### src/rtl/pwm_pkg.sv
// +-----------------------------------------------------------------+
// | pwm_pkg - shared constants and helpers for the pwm_multi block  |
// | Rev 1.0                                                         |
// +-----------------------------------------------------------------+
`default_nettype none

package pwm_pkg;

  localparam logic MODE_EDGE   = 1'b0;
  localparam logic MODE_CENTRE = 1'b1;

  localparam int unsigned MAX_CNT_W = 32;

  typedef enum logic {
    DIR_UP   = 1'b0,
    DIR_DOWN = 1'b1
  } dir_e;

  // Periods of 0 and 1 cannot form a waveform, so they run as 2.
  function automatic logic [MAX_CNT_W-1:0] clamp_period(input logic [MAX_CNT_W-1:0] p);
    return (p < 32'd2) ? 32'd2 : p;
  endfunction

endpackage

`default_nettype wire

### src/rtl/pwm_cmp.sv
// +-----------------------------------------------------------------+
// | pwm_cmp - one channel duty compare with registered, invertible  |
// | output. Rev 1.0                                                 |
// +-----------------------------------------------------------------+
`default_nettype none

module pwm_cmp #(
  parameter int   CNT_W = 16,
  parameter logic INV   = 1'b0
) (
  input  logic             clk,
  input  logic             rst_n,
  input  logic             en_i,
  input  logic [CNT_W-1:0] cnt_i,
  input  logic [CNT_W-1:0] duty_i,
  output logic             pwm_o
);

  logic pwm_q;
  logic pwm_d;

  always_comb begin
    pwm_d = INV;
    if (en_i) begin
      pwm_d = (cnt_i < duty_i) ^ INV;
    end
  end

  always_ff @(posedge clk) begin
    if (!rst_n) begin
      pwm_q <= INV;
    end else begin
      pwm_q <= pwm_d;
    end
  end

  assign pwm_o = pwm_q;

endmodule

`default_nettype wire

### src/rtl/pwm_multi.sv
// +-----------------------------------------------------------------+
// | pwm_multi - N-channel PWM with shared counter, edge/centre modes|
// | and double-buffered updates at the period boundary. Rev 1.0     |
// +-----------------------------------------------------------------+
`default_nettype none

module pwm_multi
  import pwm_pkg::*;
#(
  parameter int              N_CH       = 4,
  parameter int              CNT_W      = 16,
  parameter int              DEF_PERIOD = 10000,
  parameter logic [N_CH-1:0] INV_MASK   = '0
) (
  input  logic                  clk,
  input  logic                  rst_n,
  input  logic                  en_i,
  input  logic                  mode_i,
  input  logic [CNT_W-1:0]      period_i,
  input  logic [N_CH*CNT_W-1:0] duty_i,
  input  logic                  upd_i,
  output logic                  upd_pending_o,
  output logic                  prd_start_o,
  output logic [N_CH-1:0]       pwm_o
);

  localparam logic [CNT_W-1:0] DEF_P = CNT_W'(DEF_PERIOD);

  logic [CNT_W-1:0]      cnt_q,       cnt_d;
  dir_e                  dir_q,       dir_d;
  logic                  mode_q,      mode_d;
  logic [CNT_W-1:0]      period_q,    period_d;
  logic [N_CH*CNT_W-1:0] duty_q,      duty_d;
  logic                  sh_mode_q,   sh_mode_d;
  logic [CNT_W-1:0]      sh_period_q, sh_period_d;
  logic [N_CH*CNT_W-1:0] sh_duty_q,   sh_duty_d;
  logic                  pend_q,      pend_d;
  logic                  prd_q,       prd_d;

  logic [CNT_W-1:0] peff;
  logic [CNT_W-1:0] pm1;
  logic             boundary;
  logic             apply_now;

  assign peff = CNT_W'(clamp_period(MAX_CNT_W'(period_q)));
  assign pm1  = peff - CNT_W'(1);

  // Edge periods end on the top count; centre periods end on the second 0 of the down slope.
  assign boundary  = en_i && ((mode_q == MODE_EDGE) ? (cnt_q == pm1)
                                                    : ((cnt_q == '0) && (dir_q == DIR_DOWN)));
  assign apply_now = !en_i || boundary;

  always_ff @(posedge clk) begin
    if (!rst_n) begin
      cnt_q       <= '0;
      dir_q       <= DIR_UP;
      mode_q      <= MODE_EDGE;
      period_q    <= DEF_P;
      duty_q      <= '0;
      sh_mode_q   <= MODE_EDGE;
      sh_period_q <= DEF_P;
      sh_duty_q   <= '0;
      pend_q      <= 1'b0;
      prd_q       <= 1'b0;
    end else begin
      cnt_q       <= cnt_d;
      dir_q       <= dir_d;
      mode_q      <= mode_d;
      period_q    <= period_d;
      duty_q      <= duty_d;
      sh_mode_q   <= sh_mode_d;
      sh_period_q <= sh_period_d;
      sh_duty_q   <= sh_duty_d;
      pend_q      <= pend_d;
      prd_q       <= prd_d;
    end
  end

  // Counter and direction; the top endpoint is held by turning without stepping.
  always_comb begin
    cnt_d = cnt_q;
    dir_d = dir_q;
    if (apply_now) begin
      cnt_d = '0;
      dir_d = DIR_UP;
    end else if (mode_q == MODE_EDGE) begin
      cnt_d = cnt_q + CNT_W'(1);
    end else if (dir_q == DIR_UP) begin
      if (cnt_q == pm1) begin
        dir_d = DIR_DOWN;
      end else begin
        cnt_d = cnt_q + CNT_W'(1);
      end
    end else begin
      cnt_d = cnt_q - CNT_W'(1);
    end
  end

  always_comb begin
    mode_d      = mode_q;
    period_d    = period_q;
    duty_d      = duty_q;
    sh_mode_d   = sh_mode_q;
    sh_period_d = sh_period_q;
    sh_duty_d   = sh_duty_q;
    pend_d      = pend_q;
    if (apply_now) begin
      if (upd_i) begin
        mode_d      = mode_i;
        period_d    = period_i;
        duty_d      = duty_i;
        sh_mode_d   = mode_i;
        sh_period_d = period_i;
        sh_duty_d   = duty_i;
        pend_d      = 1'b0;
      end else if (pend_q) begin
        mode_d   = sh_mode_q;
        period_d = sh_period_q;
        duty_d   = sh_duty_q;
        pend_d   = 1'b0;
      end
    end else if (upd_i) begin
      sh_mode_d   = mode_i;
      sh_period_d = period_i;
      sh_duty_d   = duty_i;
      pend_d      = 1'b1;
    end
  end

  always_comb begin
    prd_d = en_i && (cnt_q == '0) && (dir_q == DIR_UP);
  end

  assign upd_pending_o = pend_q;
  assign prd_start_o   = prd_q;

  for (genvar k = 0; k < N_CH; k++) begin : g_ch
    pwm_cmp #(
      .CNT_W (CNT_W),
      .INV   (INV_MASK[k])
    ) u_cmp (
      .clk    (clk),
      .rst_n  (rst_n),
      .en_i   (en_i),
      .cnt_i  (cnt_q),
      .duty_i (duty_q[k*CNT_W +: CNT_W]),
      .pwm_o  (pwm_o[k])
    );
  end

endmodule

`default_nettype wire

### config.mk
export PLATFORM = sky130hd
export DESIGN_NAME = pwm_multi
export DESIGN_NICKNAME = d
export VERILOG_FILES = /design/src/rtl/pwm_pkg.sv /design/src/rtl/pwm_cmp.sv /design/src/rtl/pwm_multi.sv
export SDC_FILE = /design/constraint.sdc
export NUM_CORES = 1
export LEC_CHECK = 0
export CAP_MARGIN = 10
export CORE_UTILIZATION = 30
export CTS_CLUSTER_SIZE = 14
export DETAILED_ROUTE_END_ITERATION = 7
export MAX_ROUTING_LAYER = met4
export PLACE_DENSITY = 0.52
export SKIP_CTS_REPAIR_TIMING = 1
export SLEW_MARGIN = 20
export SYNTH_ARGS = -nofsm -noshare
export SYNTH_HDL_FRONTEND = slang
export SYNTH_SLANG_ARGS = --single-unit
### constraint.sdc
create_clock -name clk -period 3.81 [get_ports clk]
set_input_delay 0.762 -clock clk [delete_from_list [all_inputs] [get_ports clk]]
set_output_delay 0.762 -clock clk [all_outputs]
set_load 0.05 [all_outputs]
**Yosys cells after proc, flatten, opt, wreduce, memory -nomap -nowiden**

Cells that the tools add are included.

- Register bits: 185
- Output and inout bits: 6
- Logic and storage cells: 50

- Add/sub/neg operators: 3
- Magnitude comparators: 5
- Equality and inequality tests: 2
- Mux-type cells: 13
- Bitwise gates (word level): 2
- Reductions and logical operators: 11

Operators with widths:

| kind | number |
|---|---|
| 2-to-1 mux 64 bit | 2 |
| 2-to-1 mux 16 bit | 6 |
| less-than comparator 16 bit | 4 |
| subtractor 16 x 1 -> 16 bit, second input constant | 2 |
| adder 16 x 1 -> 16 bit, second input constant | 1 |
| equality test 16 bit | 1 |
| logical NOT 16 bit | 1 |
| less-than comparator 16 x 2 -> 1 bit, second input constant | 1 |
| 2-to-1 mux 1 bit | 5 |
| logical AND 1 bit | 4 |
| AND reduction 2 bit | 2 |
| inequality test 3 bit, second input constant | 1 |
| inverter 1 bit | 2 |
| nonzero test 2 bit | 1 |
| OR reduction 2 bit | 1 |
| logical NOT 1 bit | 1 |
| logical OR 1 bit | 1 |

**Logic depth before layout (Yosys ltp)**

Gate-level depths: netlist (run 1).

- Depth in word-level cells: 8
- Depth in mapped cells: 17

**Hierarchy**

From an unflattened synthesis (run 1), not the netlist that was laid out.

- Cells, all modules: 978
- Area total of the unflattened synthesis: 9,630.5 µm²

Modules (own cells, without submodules):

| module | times used | cells each | area an instance (µm²) | seq. area each (µm²) |
|---|---|---|---|---|
| pwm_multi | 1 | 770 | 8,000.2 | 3,623.5 |
| pwm_cmp at g_ch[0].u_cmp ... | 3 | 51 | 406.6 | 20.0 |
| pwm_cmp at g_ch[3].u_cmp | 1 | 55 | 410.4 | 20.0 |

**Least setup slack after synthesis (run 1)**

OpenSTA, ideal clock, no wires.

- Kind: reg-to-reg
- Start point: register period_q[6]
- End point: register duty_q[12]
- Setup time: 0.143 ns
- Arrival time: 3.650 ns
- Path slack: 0.017 ns
- Cell stages (with the launch flop): 15
- Path buffers: 3
- Cells stage by stage: dfxtp_1 -> clkbuf_1 -> nor4_1 -> nand3_1 -> or4_1 -> and2_1 -> ha_1 -> clkbuf_1 -> and4_1 -> a211o_1 -> a31oi_1 -> nor4_4 -> o32ai_4 -> buf_6 -> o32ai_2

- Cells in the longest elaborated chain, start to end: 8

RTL lines:

| what | line | RTL |
|---|---|---|
| start: declaration | pwm_multi.sv:32 | `logic [CNT_W-1:0] period_q, period_d;` |
| start signal: assignment | pwm_multi.sv:69 | `period_q <= period_d;` |
| less-than comparator 16 x 2 -> 1 bit | pwm_pkg.sv:21 | `return (p < 32'd2) ? 32'd2 : p;` |
| 2-to-1 mux 16 bit * | pwm_pkg.sv:21 |  |
| subtractor 16 x 1 -> 16 bit * | pwm_multi.sv:46 | `assign pm1 = peff - CNT_W'(1);` |
| equality test 16 bit * | pwm_multi.sv:49 | `assign boundary = en_i && ((mode_q == MODE_EDGE) ? (cnt_q == pm1)` |
| 2-to-1 mux 1 bit * | pwm_multi.sv:49 |  |
| logical AND 1 bit * | pwm_multi.sv:49 |  |
| logical OR 1 bit * | pwm_multi.sv:51 | `assign apply_now = !en_i \|\| boundary;` |
| AND reduction 2 bit (no source line) * | n/a |  |
| end signal: assignment | pwm_multi.sv:70 | `duty_q <= duty_d;` |
| end: declaration | pwm_multi.sv:33 | `logic [N_CH*CNT_W-1:0] duty_q, duty_d;` |

Every way passes the cells marked *; elsewhere a longest branch is shown, timed or not.
A chain may end at the register's enable or synchronous reset.

**Worst setup path after layout (run 1)**

- Start point: register period_q[9]
- End point: register duty_q[23]

Same word-level chain as after synthesis.

==> results of run 1 <==
==> cells in the mapped netlist, types with 2 or more instances <==
cell type	instances
a2111oi_0	4
a211oi_1	4
a21o_1	27
a21oi_1	14
a31oi_1	7
and2_1	2
and3_1	2
buf_1	13
buf_2	4
buf_4	4
buf_6	17
clkbuf_1	28
dfxtp_1	185
ha_1	64
inv_1	82
mux2_2	2
mux2i_1	83
nand2_1	20
nand2b_1	6
nand3_1	14
nand4_1	7
nor2_1	112
nor3_1	11
nor4_1	10
o21a_1	3
o21ai_0	12
o21bai_1	5
o221ai_1	2
o22a_1	5
o31a_1	2
o31ai_1	14
o32ai_1	5
o32ai_2	75
or3_1	8
or4_1	8
xnor2_1	12
xor2_1	16
==> through the flow <==
stage / utilization / TNS [ps]
CTS: 0.372 / 0
detailed placement: 0.354 / 0
floorplan: - / 0
global route: 0.376 / -1690
finish: 0.376 / 0
global placement: 0.354 / 0
==> layout make-up <==
class / instances / area, um^2
well taps: 396 / 495
repair buffers: 140 / 1410
clock inverters: 12 / 113
fillers: 3095 / 19100
flip-flops and latches: 185 / 3710
clock buffers: 20 / 457
multi-input cells: 572 / 5020
inverters: 83 / 317
==> power by group through the flow <==
stage / Combinational, mW / Clock (mW) / Sequential [mW]
after CTS: 0.701 / 1.81 / 2.07
after global placement: 0.688 / 0 / 2.12
after detailed placement: 0.698 / 0 / 2.12
after floorplan: 0.475 / 0 / 2.11
final: 0.700 / 1.75 / 2.08
after global routing: 0.766 / 1.88 / 2.09
==> logic make-up after synthesis <==
kind of cell	after synthesis	synth area share
AND/OR/NAND/NOR	208	0.106
buffers and inverters	149	0.0757
XOR/XNOR	28	0.0263
AO/OA/AOI/OAI	187	0.218
multiplexers	85	0.0914
adder cells (fa/ha/maj)	64	0.0857
flip-flops	185	0.397
==> routing by layer <==
| layer | global-route usage | vias to the layer above | share of wire |
|---|---|---|---|
| met1 | 0.210 | 3255 | 0.49 |
| met3 | 0.0309 | 22 | 0.039 |
| met2 | 0.242 | 152 | 0.45 |
| li1 | - | 3464 | - |
| met4 | 0.0406 | 0 | 0.014 |
| met5 | - | - | 0 |
==> state kept, by name, indices dropped and copies added, names as in the netlist <==
| signal | flops |
|---|---|
| duty_q | 64 |
| sh_duty_q | 64 |
| sh_mode_q | 1 |
| mode_q | 1 |
| cnt_q | 16 |
| prd_start_o | 1 |
| g_ch.u_cmp.pwm_o | 4 |
| period_q | 16 |
| upd_pending_o | 1 |
| sh_period_q | 16 |
| dir_q | 1 |
==> path summary, 6_finish.rpt <==
kind	start	end	slack [ps]
min reg2reg	duty_q[20]	duty_q[20]	480
min	duty_q[20]	duty_q[20]	480
max reg2reg	period_q[9]	duty_q[23]	150
max	period_q[9]	duty_q[23]	150
==> tightest hold or removal path, stage by stage, from the launching register on <==
cell,delay [ps]
dfxtp_1,300
inv_1,50
o32ai_2,80
==> metrics, run 1 <==
status finished clean; Pre-Repair DR Iteration Count 7; Area after DPL approximately 11000 um^2; crit-path cells nor4_4 > nand3_2 > or4_4 > and2_1 > ha_2 > xor2_2 > o221ai_2 > and3b_2 > o2111ai_4 > nor4_4 > o31a_2 > buf_12 > o32ai_2; Fin Hold WS about 480 ps; Remaining DRCs 0; Placed Cells 1373; CP endpoint kind flip-flop; die area 31800 um^2; Die Height 178 um; Min-Delay Path Class reg -> reg; Final ANT Viol Nets 0; WP buf/inv 1; Req. time, crit path 4110 ps; leakage 4.51 nW; Hold Path Depth 2; final cell count without fillers 1408; I/O pin total 91; Final Power 4.53 mW; layout cells sized above 1 0.176; Worst-Skew Late Latency approximately 430 ps; global-route wire length before repair 37.2 mm; CTS Root Cell clkbuf_16; Place WS 64.0 ps; Via Count 6893; core area 30600 um^2; Detailed Route WL approximately 24 mm; critical path class reg -> reg; Die W 178 um; Antenna Cells 0; Slew Viols, Final 0; commonest non-fill, non-tap cell in the layout dfxtp_1; antenna violations before repair 0; Net Sw Frac 0.268; largest net degree at the start of global routing between 50 and 60; # rows 64; MaxCap Viol Count 0; ys async rst share 0; Sink Count around 190; vias in the first global route about 6700; Syn. warnings 0; delay-heaviest family, CP simple AND/OR/NAND/NOR gates; Flop pwr share 0.459; unrepaired setup endpoints after global routing true; number of synthesized flops with an enable pin 0; cell taking the most area after synthesis dfxtp_1; area grow syn2layout 23.3%; Clock Skews 11.5 ps; CTS H-tree depth 4; Comb power frac 0.155; FMAX 273 MHz; CP arrival around 4000 ps; total global routing overflow 0; Final min period 3660 ps; Clock Path Buffers 2; Synth Net Count 1055; Clk pin slew, worst setup/hold paths 70 ps; max incr delay on CP 440 ps; power share of the clock group 0.386; CP Depth 13; Initial Util 0.305; CTS tree done; Synth area leaders dfxtp_1 (40%), o32ai_2 (13%), mux2i_1 (8.9%); Yosys top cell area share 0.397; Synth cell types 54; Max FO, Critical Path 38; Setup crit start kind flip-flop; Cell Area, Synth approximately 9300 um^2; gr usage total 0.157; Slew HR 0.461; internal power 3.31 mW; fin crit share 0.961; initial drt markers 450; Final Cell Area 11500 um^2; most frequent cells in the layout dfxtp_1 (183), nor2_1 (112), clkdlybuf4s50_1 (89), mux2i_1 (83), inv_1 (82); Final GP Congestion 0.851; worst slew pin tran 807 ps; Final Hold Viols 0; top_reg_cell synth dfxtp_1; Post-Syn Instances 906; detail-routed via count per cell 4.90; Seq/Total Area, Yosys 0.397; CP dominant cell by count nor4_4; slowest CP cell or4_4; cells on worst reg2reg path 13; final setup vio count 0; Post-DP HPWL 16.5 mm; port buffer count 90; average routed wire per standard cell 16.8 um; NetSw 1.22 mW; post-layout net count between 1000 and 1500; PnR worst setup slack ~150 ps; total CTS buffers 17; Power Density 393 nW/um^2; syn avg cell area a little over 10 um^2; flops & latches, synth 185; VDD IR max 0.000260 V
(Power assumes the default switching activity.)
==> inputs of run 2 (changes only) <==
HOLD_SLACK_MARGIN = 0.06   (was unset)
SETUP_SLACK_MARGIN = 0.4   (was unset)
==> run 2 against run 1 <==
Effect of this change: cell count grew 0.50%; register-to-register slack worse by 40 ps; largest power group unchanged; via count rose by 1.2%; worst hold slack lost 1.3 ps; critical endpoint is now cnt_q[1]; total power is 1.1% lower; routed wire length up 3.7%; clock-buffer cell count rose by 1; largest cell class unchanged; core utilization rose by 1.4 points; clock skew grew 0.96 ps; sequential share of layout area fell by 1.0 points; first-iteration DRC count down 3.8%; highest routed layer unchanged.
==> metrics, run 2 (synthesis gave the netlist of run 1 again) <==
final cell count without fillers 1415 (was 1408); Fillers 2999 (was 3095); power share of the clock group 0.365 (was 0.386); setup TNS 0 ps (unchanged); worst slew pin tran 892 ps (was 807 ps); Net Sw Frac 0.269 (was 0.268); Slew Viols, Final 0 (unchanged); Setup crit start kind flip-flop (unchanged); worst flop-to-flop path startpoint period_q[9] (unchanged); leakage 4.65 nW (was 4.51 nW); Pre-Repair DR Iteration Count 5 (was 7); status finished clean (unchanged); most frequent cells in the layout dfxtp_1 (179), nor2_1 (107), clkdlybuf4s50_1 (89), mux2i_1 (83), inv_1 (82) (was dfxtp_1 (183), nor2_1 (112), clkdlybuf4s50_1 (89), mux2i_1 (83), inv_1 (82)); FMAX 270 MHz (was 273 MHz); NetSw 1.20 mW (was 1.22 mW); critical path class reg -> reg (unchanged); Final GP Congestion 0.836 (was 0.851); antenna violations before repair 0 (unchanged); total CTS buffers 17 (unchanged); fin crit share 0.972 (was 0.961); Clock Path Buffers 2 (unchanged); Worst-Skew Late Latency 430 ps (about the same); initial drt markers 433 (was 450); gr usage total 0.151 (was 0.157); Clk pin slew, worst setup/hold paths 70 ps (about the same); Slew HR 0.400 (was 0.461); # rows 64 (unchanged); average routed wire per standard cell 17.3 um (was 16.8 um); vias in the first global route 6546 (was 6679); Place WS 98.8 ps (was 64.0 ps); Die W 178 um (unchanged); CTS H-tree depth 4 (unchanged); Hold Path Depth 2 (unchanged); CTS tree done (unchanged); Largest regs duty_q (64), sh_duty_q (64) (unchanged); largest net degree at the start of global routing 85 (was 55); unrepaired setup endpoints after global routing true (unchanged); slowest CP cell or4_4 (unchanged); Post-DP HPWL 15.3 mm (was 16.5 mm); Flop pwr share 0.465 (was 0.459); total global routing overflow 0 (unchanged); Final Hold Viols 0 (unchanged); Final ANT Viol Nets 0 (unchanged); Die Height 178 um (unchanged); Initial Util 0.305 (unchanged); commonest non-fill, non-tap cell in the layout dfxtp_1 (unchanged); crit-path cells nor4_4 > nand3_2 > or4_4 > and2_4 > ha_4 > xor2_2 > o221ai_2 > and3b_2 > o2111ai_4 > buf_4 > buf_8 > buf_4 > nor4_4 > mux2_4 > a21oi_2 (was nor4_4 > nand3_2 > or4_4 > and2_1 > ha_2 > xor2_2 > o221ai_2 > and3b_2 > o2111ai_4 > nor4_4 > o31a_2 > buf_12 > o32ai_2); global-route wire length before repair 36.0 mm (was 37.2 mm); post-layout net count 1156 (was 1148); layout cells sized above 1 0.202 (was 0.176); area grow syn2layout 27.8% (was 23.3%); die area 31800 um^2 (unchanged); Comb power frac 0.170 (was 0.155); Min-Delay Path Class reg -> reg (unchanged); internal power 3.27 mW (was 3.31 mW); I/O pin total 91 (unchanged); Antenna Cells 0 (unchanged); Area after DPL 10700 um^2 (was 10800 um^2); port buffer count 90 (unchanged); Remaining DRCs 0 (unchanged); detail-routed via count per cell 4.93 (was 4.90); Final Cell Area 11900 um^2 (was 11500 um^2); Hold Startpoint duty_q[48] (was duty_q[20]); Detailed Route WL 24.5 mm (was 23.7 mm); Req. time, crit path 4170 ps (was 4110 ps); VDD IR max 0.000274 V (was 0.000260 V); max incr delay on CP 460 ps (was 440 ps); Final min period 3700 ps (was 3660 ps); PnR worst setup slack 106 ps (was 147 ps); Placed Cells 1351 (was 1373); CP arrival 4070 ps (was 3960 ps); CTS Root Cell clkbuf_16 (unchanged); Via Count 6975 (was 6893); worst setup path startpoint period_q[9] (unchanged); Power Density 375 nW/um^2 (was 393 nW/um^2); Sink Count 185 (unchanged); Max FO, Critical Path 5 (was 38); core area 30600 um^2 (unchanged); Clock Skews 12.5 ps (was 11.5 ps); MaxCap Viol Count 0 (unchanged); cells on worst reg2reg path 15 (was 13); Fin Hold WS 474 ps (was 475 ps); final setup vio count 0 (unchanged); CP endpoint kind flip-flop (unchanged)
## run 2: cell types whose count changed in the layout (fill, tap and decap cells not counted), sizes merged
cell	previous run	this run
bufinv	1	0
clkbuf	20	29
clkinvlp	1	3
inv	88	85
## run 2: metrics by stage
step | power (mW) | utilization
floorplan | 2.60 | -
global placement | 2.79 | 0.349
detailed placement | 2.79 | 0.349
CTS | 4.45 | 0.367
global route | 4.68 | 0.390
finish | 4.48 | 0.390
## run 2: layout make-up
type                    instances  area, um^2  share of cell area
repair buffers                148        1670               0.140
clock inverters                10        68.8             0.00577
clock buffers                  21         460              0.0386
well taps                     396         495              0.0415
flip-flops and latches        185        3720               0.311
multi-input cells             572        5210               0.436
inverters                      83         317              0.0265
## run 2: critical path, delay by kind of cell (launching register included)
kind            cells  cell delay (ps)
flops               1              370
mux                 1              340
compound gates      3              370
xor+xnor            1              150
buf+inv             3              440
fa+ha+maj           1              270
simple gates        6             1710
## run 2: layer usage
metal | vias to the layer above | GRT usage | share of wire
li1 | 3467 | - | -
met1 | 3346 | 0.204 | 0.50
met2 | 147 | 0.232 | 0.46
met3 | 15 | 0.0271 | 0.036
met4 | 0 | 0.0381 | 0.0084
met5 | - | - | 0
## run 2: power groups by stage
stage	Sequential, mW	Combinational [mW]	Clock, mW
2_1_floorplan	2.12	0.482	0
3_3_place_gp	2.12	0.665	0
3_5_place_dp	2.13	0.669	0
4_1_cts	2.08	0.673	1.69
5_1_grt	2.09	0.824	1.77
6_report	2.08	0.759	1.63
## run 2: path summary, 6_finish.rpt
| kind | endpoint | slack (ps) |
|---|---|---|
| min | duty_q[48] | 470 |
| max reg2reg | cnt_q[1] | 110 |
| max | cnt_q[1] | 110 |
| min reg2reg | duty_q[48] | 470 |
==> inputs of run 3 (changes only) <==
CTS_CLUSTER_SIZE = unset   (was 14)
clock period = 3.4 ns   (was 3.81 ns; I/O delays follow)
==> run 3 against run 2 <==
Effect of this change: critical endpoint is now period_q[14]; clock-buffer cell count did not move; clock power grew 26%; the flow now finishes with violations (setup timing); sequential power grew 12%.
==> metrics, run 3 (synthesis gave the netlist of run 1 again) <==
Power Density 430 nW/um^2 (was 375 nW/um^2); Clock Skews 14.4 ps (was 12.5 ps); final setup vio count 85 (was 0); CTS Root Cell clkbuf_16 (unchanged); CTS tree done (unchanged); WP buf/inv 3 (unchanged); Placed Cells 1377 (was 1351); NetSw 1.42 mW (was 1.20 mW); power share of the clock group 0.387 (was 0.365); Detailed Route WL 25.8 mm (was 24.5 mm); cells on worst reg2reg path 15 (unchanged); commonest non-fill, non-tap cell in the layout dfxtp_1 (unchanged); CP Depth 15 (unchanged); Final ANT Viol Nets 0 (unchanged); internal power 3.87 mW (was 3.27 mW); Flop pwr share 0.440 (was 0.465); Comb power frac 0.173 (was 0.170); FMAX 278 MHz (was 270 MHz); Worst-Skew Late Latency 430 ps (about the same); detail-routed via count per cell 4.90 (was 4.93); # rows 64 (unchanged); Setup crit start kind flip-flop (unchanged); global-route wire length before repair 37.8 mm (was 36.0 mm); Max FO, Critical Path 6 (was 5); Pre-Repair DR Iteration Count 6 (was 5); total CTS buffers 17 (unchanged); CP arrival 3940 ps (was 4070 ps); setup TNS -10690 ps (was 0 ps); CTS H-tree depth 4 (unchanged); Min-Delay Path Class reg -> reg (unchanged); unrepaired setup endpoints after global routing true (unchanged); die area 31800 um^2 (unchanged); post-layout net count 1179 (was 1156); CP dominant cell by count nor4_4; Fin Hold WS 473 ps (was 474 ps); Final min period 3600 ps (was 3700 ps); Req. time, crit path 3740 ps (was 4170 ps); delay-heaviest family, CP simple AND/OR/NAND/NOR gates (unchanged); Final Power 5.29 mW (was 4.48 mW); Die Height 178 um (unchanged); port buffer count 90 (unchanged); gr usage total 0.159 (was 0.151); total global routing overflow 0 (unchanged); Fillers 2938 (was 2999); layout cells sized above 1 0.228 (was 0.202); critical path class reg -> reg (unchanged); worst slew pin tran 763 ps (was 892 ps); Net Sw Frac 0.269 (about the same); Via Count 7047 (was 6975); failing checks setup timing; crit-path cells nor4_4 > nand3_1 > or4_4 > and2_4 > ha_4 > xor2_2 > o221ai_2 > and3b_2 > o2111ai_4 > nor4_4 > o32ai_4 > buf_12 > buf_4 > clkbuf_16 > o32ai_2 (was nor4_4 > nand3_2 > or4_4 > and2_4 > ha_4 > xor2_2 > o221ai_2 > and3b_2 > o2111ai_4 > buf_4 > buf_8 > buf_4 > nor4_4 > mux2_4 > a21oi_2); Initial Util 0.305 (unchanged); most frequent cells in the layout dfxtp_1 (179), nor2_1 (107), clkdlybuf4s50_1 (89), mux2i_1 (83), inv_1 (82) (unchanged); Final Hold Viols 0 (unchanged); area grow syn2layout 31.6% (was 27.8%); max incr delay on CP 440 ps (was 460 ps); largest net degree at the start of global routing 52 (was 85); VDD IR max 0.000313 V (was 0.000274 V); status finished, violations left (was finished clean); CP endpoint kind flip-flop (unchanged); Final GP Congestion 0.849 (was 0.836); leakage 4.83 nW (was 4.65 nW); Slew HR 0.491 (was 0.400); final cell count without fillers 1439 (was 1415); Slew Viols, Final 0 (unchanged); Antenna Cells 0 (unchanged); initial drt markers 564 (was 433); fin crit share 1.06 (was 0.972); average routed wire per standard cell 17.9 um (was 17.3 um); I/O pin total 91 (unchanged); MaxCap Viol Count 0 (unchanged); Clock Path Buffers 2 (unchanged); Largest regs duty_q (64), sh_duty_q (64) (unchanged); Post-DP HPWL 16.1 mm (was 15.3 mm); PnR worst setup slack -199 ps (was 106 ps); vias in the first global route 6837 (was 6546); slowest CP cell or4_4 (unchanged); core area 30600 um^2 (unchanged); Hold Path Depth 2 (unchanged); Die W 178 um (unchanged); Remaining DRCs 0 (unchanged); Clk pin slew, worst setup/hold paths 70 ps (about the same); antenna violations before repair 0 (unchanged); Sink Count 185 (unchanged)
run 3: worst register-to-register path: stages (launching register included):
cell and delay, ps:
dfxtp_4 350, nor4_4 320, nand3_1 150, or4_4 440, and2_4 160, ha_4 270
xor2_2 150, o221ai_2 130, and3b_2 300, o2111ai_4 130, nor4_4 250, o32ai_4 150
buf_12 190, buf_4 160, clkbuf_16 160, o32ai_2 190
run 3: through the flow:
stage	worst slack (ps)	utilization	area (um^2)
floorplan	29.2	-	9470
global placement	-86.5	0.358	10900
detailed placement	-97.2	0.358	10900
CTS	-132	0.377	11500
global route	-369	0.402	12300
finish	-199	0.402	12300
run 3: metal layers:
| metal | track usage | wire, um |
|---|---|---|
| met2 | 0.267 | 12400 |
| met4 | 0.0328 | 434 |
| met3 | 0.0286 | 936 |
| met1 | 0.199 | 12100 |
| met5 | - | 0 |
run 3: final timing paths:
kind             endpoint  slack (ps)         from
max          period_q[14]        -200  period_q[9]
min reg2reg    duty_q[48]         470   duty_q[48]
max reg2reg  period_q[14]        -200  period_q[9]
min            duty_q[48]         470   duty_q[48]
run 3: power by group through the flow:
| stage | Combinational (mW) | Sequential, mW | Clock, mW |
|---|---|---|---|
| finish | 0.916 | 2.33 | 2.05 |
| global route | 0.991 | 2.34 | 2.19 |
| CTS | 0.792 | 2.33 | 2.10 |
| detailed placement | 0.788 | 2.38 | 0 |
| global placement | 0.781 | 2.38 | 0 |
| floorplan | 0.544 | 2.37 | 0 |
run 3: final cells by class:
cell class                 count  area [um^2]  area share
tap                          396          495      0.0403
clock inverter                11          135      0.0110
inverter                      83          317      0.0258
timing repair buffer         170         1910       0.155
multi-input combinational    573         5260       0.428
clock buffer                  21          460      0.0375
sequential                   185         3710       0.302
==> RTL edit (flow settings as in run 3) <==
Add an input register stage for `en_i`, `mode_i`, `period_i`, `duty_i` and `upd_i`; this delays them by one clock.
--- a/src/rtl/pwm_multi.sv
+++ b/src/rtl/pwm_multi.sv
@@ -26,6 +26,20 @@
 
   localparam logic [CNT_W-1:0] DEF_P = CNT_W'(DEF_PERIOD);
 
+  logic en_q;
+  logic mode_r;
+  logic [CNT_W-1:0] period_r;
+  logic [N_CH*CNT_W-1:0] duty_r;
+  logic upd_q;
+
+  always_ff @(posedge clk) begin
+    en_q     <= en_i;
+    mode_r   <= mode_i;
+    period_r <= period_i;
+    duty_r   <= duty_i;
+    upd_q    <= upd_i;
+  end
+
   logic [CNT_W-1:0]      cnt_q,       cnt_d;
   dir_e                  dir_q,       dir_d;
   logic                  mode_q,      mode_d;
@@ -46,9 +60,9 @@
   assign pm1  = peff - CNT_W'(1);
 
   // Edge periods end on the top count; centre periods end on the second 0 of the down slope.
-  assign boundary  = en_i && ((mode_q == MODE_EDGE) ? (cnt_q == pm1)
+  assign boundary  = en_q && ((mode_q == MODE_EDGE) ? (cnt_q == pm1)
                                                     : ((cnt_q == '0) && (dir_q == DIR_DOWN)));
-  assign apply_now = !en_i || boundary;
+  assign apply_now = !en_q || boundary;
 
   always_ff @(posedge clk) begin
     if (!rst_n) begin
@@ -105,13 +119,13 @@
     sh_duty_d   = sh_duty_q;
     pend_d      = pend_q;
     if (apply_now) begin
-      if (upd_i) begin
-        mode_d      = mode_i;
-        period_d    = period_i;
-        duty_d      = duty_i;
-        sh_mode_d   = mode_i;
-        sh_period_d = period_i;
-        sh_duty_d   = duty_i;
+      if (upd_q) begin
+        mode_d      = mode_r;
+        period_d    = period_r;
+        duty_d      = duty_r;
+        sh_mode_d   = mode_r;
+        sh_period_d = period_r;
+        sh_duty_d   = duty_r;
         pend_d      = 1'b0;
       end else if (pend_q) begin
         mode_d   = sh_mode_q;
@@ -119,16 +133,16 @@
         duty_d   = sh_duty_q;
         pend_d   = 1'b0;
       end
-    end else if (upd_i) begin
-      sh_mode_d   = mode_i;
-      sh_period_d = period_i;
-      sh_duty_d   = duty_i;
+    end else if (upd_q) begin
+      sh_mode_d   = mode_r;
+      sh_period_d = period_r;
+      sh_duty_d   = duty_r;
       pend_d      = 1'b1;
     end
   end
 
   always_comb begin
-    prd_d = en_i && (cnt_q == '0) && (dir_q == DIR_UP);
+    prd_d = en_q && (cnt_q == '0) && (dir_q == DIR_UP);
   end
 
   assign upd_pending_o = pend_q;
@@ -141,7 +155,7 @@
     ) u_cmp (
       .clk    (clk),
       .rst_n  (rst_n),
-      .en_i   (en_i),
+      .en_i   (en_q),
       .cnt_i  (cnt_q),
       .duty_i (duty_q[k*CNT_W +: CNT_W]),
       .pwm_o  (pwm_o[k])
Behaviour: not the same (a bounded check fails within 4 cycles, from zero or initial values and one cycle with rst_n low).
==> RTL edit against run 3 <==
  * The run still ends with setup timing left
  * Worst setup slack worse by 0.00066 ns
  * Critical path type unchanged
  * Largest power group unchanged
  * Routed wire length is 0.77% higher
  * Global-route usage is 2.2 points lower
  * Final area is 19% higher
  * Sequential power is 45% higher
  * Sequential cell count is 83 higher
  * Area after synthesis is 22% higher
  * Total power is 40% higher
  * Critical endpoint is now cnt_q[1]$_SDFFE_PP0P_
  * Highest routed layer unchanged
==> RTL edit: results (changes against run 3) <==
| Metric | Value |
|---|---|
| R2R Path Start | `period_q[10]$_SDFFE_PN1P_ (was period_q[9]$_SDFFE_PN1P_)` |
| H-tree levels | `1 (was 4)` |
| Final setup viols | `98 (was 85)` |
| Synth cell count leaders | `268 x dfxtp_1, 85 x nor2b_1, 82 x mux2i_1 (was 185 x dfxtp_1, 112 x nor2_1, 83 x mux2i_1)` |
| Global Route Usage Sum | `13.7% (was 15.9%)` |
| Setup TNS | `-12.01 ns (was -10.69 ns)` |
| Largest cells by area after synthesis | `dfxtp_1 47%, mux2_1 8.0%, mux2i_1 7.2%, ha_1 7.0%, nor2b_1 4.7% (was dfxtp_1 40%, o32ai_2 13%, mux2i_1 8.9%, ha_1 8.6%, nor2_1 4.5%)` |
| WP data arrival | `4.05 ns (was 3.94 ns)` |
| Grt met2 use | `22.2% (was 26.7%)` |
| Hold Path Sink | `sh_period_q[4]$_SDFFE_PN1P_ (was duty_q[48]$_SDFFE_PN0P_)` |
| Violated checks | `setup timing (unchanged)` |
| Post-synthesis cell type count | `60 (was 54)` |
| First-pass GRT wire length | `41,500 um (was 37,800 um)` |
| Post-synthesis adder-cell area fraction | `7.03% (was 8.57%)` |
| Seq pwr share | `45.6% (was 44.0%)` |
| Biggest regs | `duty_q: 64 flops, duty_r: 64 flops, sh_duty_q: 64 flops (was duty_q: 64 flops, sh_duty_q: 64 flops)` |
| Final Skew | `0.0133 ns (was 0.0144 ns)` |
| Met3 usage | `2.07% (was 2.86%)` |
| Synth Area in XOR/XNOR | `1.38% (was 2.63%)` |
| Vias in the first global route | `7,982 (was 6,837)` |
| Clock Latency Late Sink | `0.57 ns (was 0.43 ns)` |
| Global routing usage on met1 | `17.8% (was 19.9%)` |
| P_leak | `6.18 nW (was 4.83 nW)` |
| Final worst slack | `-0.200 ns (was -0.199 ns)` |
| Nets | `1,362 (was 1,179)` |
| Detailed router's first-iteration violation count | `327 (was 564)` |
| Outcome | `finished, violations left (unchanged)` |
| Switch Pwr | `1.71 mW (was 1.42 mW)` |
| Layout cells sized above 1 | `17.9% (was 22.8%)` |
| Comb power frac | `9.8% (was 17.3%)` |
| Synth Net Count | `1,239 (was 1,055)` |
-- RTL edit: layout make-up --
| class | instances | area, sq um |
|---|---|---|
| clock inverter | 15 | 210 |
| multi-input combinational | 698 | 5870 |
| clock buffer | 39 | 815 |
| inverter | 66 | 248 |
| sequential | 268 | 5370 |
| timing repair buffer | 149 | 1470 |
| tap | 504 | 631 |
| fill | 3669 | 22400 |
-- RTL edit: stage by stage --
step                      power [mW]  setup WS (ns)
after CTS                       7.54         -0.280
after floorplan                 3.92         -0.296
after global routing            7.75         -0.364
final                           7.42         -0.200
after detailed placement        4.19         -0.259
after global placement          4.18         -0.242
-- RTL edit: worst max-delay path: stages (launching register included) --
cell and delay [ns]:
dfxtp_2 0.32, or3_4 0.40, nor4_4 0.23, nand2_1 0.12, o21ai_1 0.17, ha_2 0.27, nand3_2 0.09, a221oi_2 0.24
a41oi_1 0.09, or4_1 0.50, or4b_4 0.56, nor4_4 0.19, mux2i_1 0.25, a21oi_2 0.06
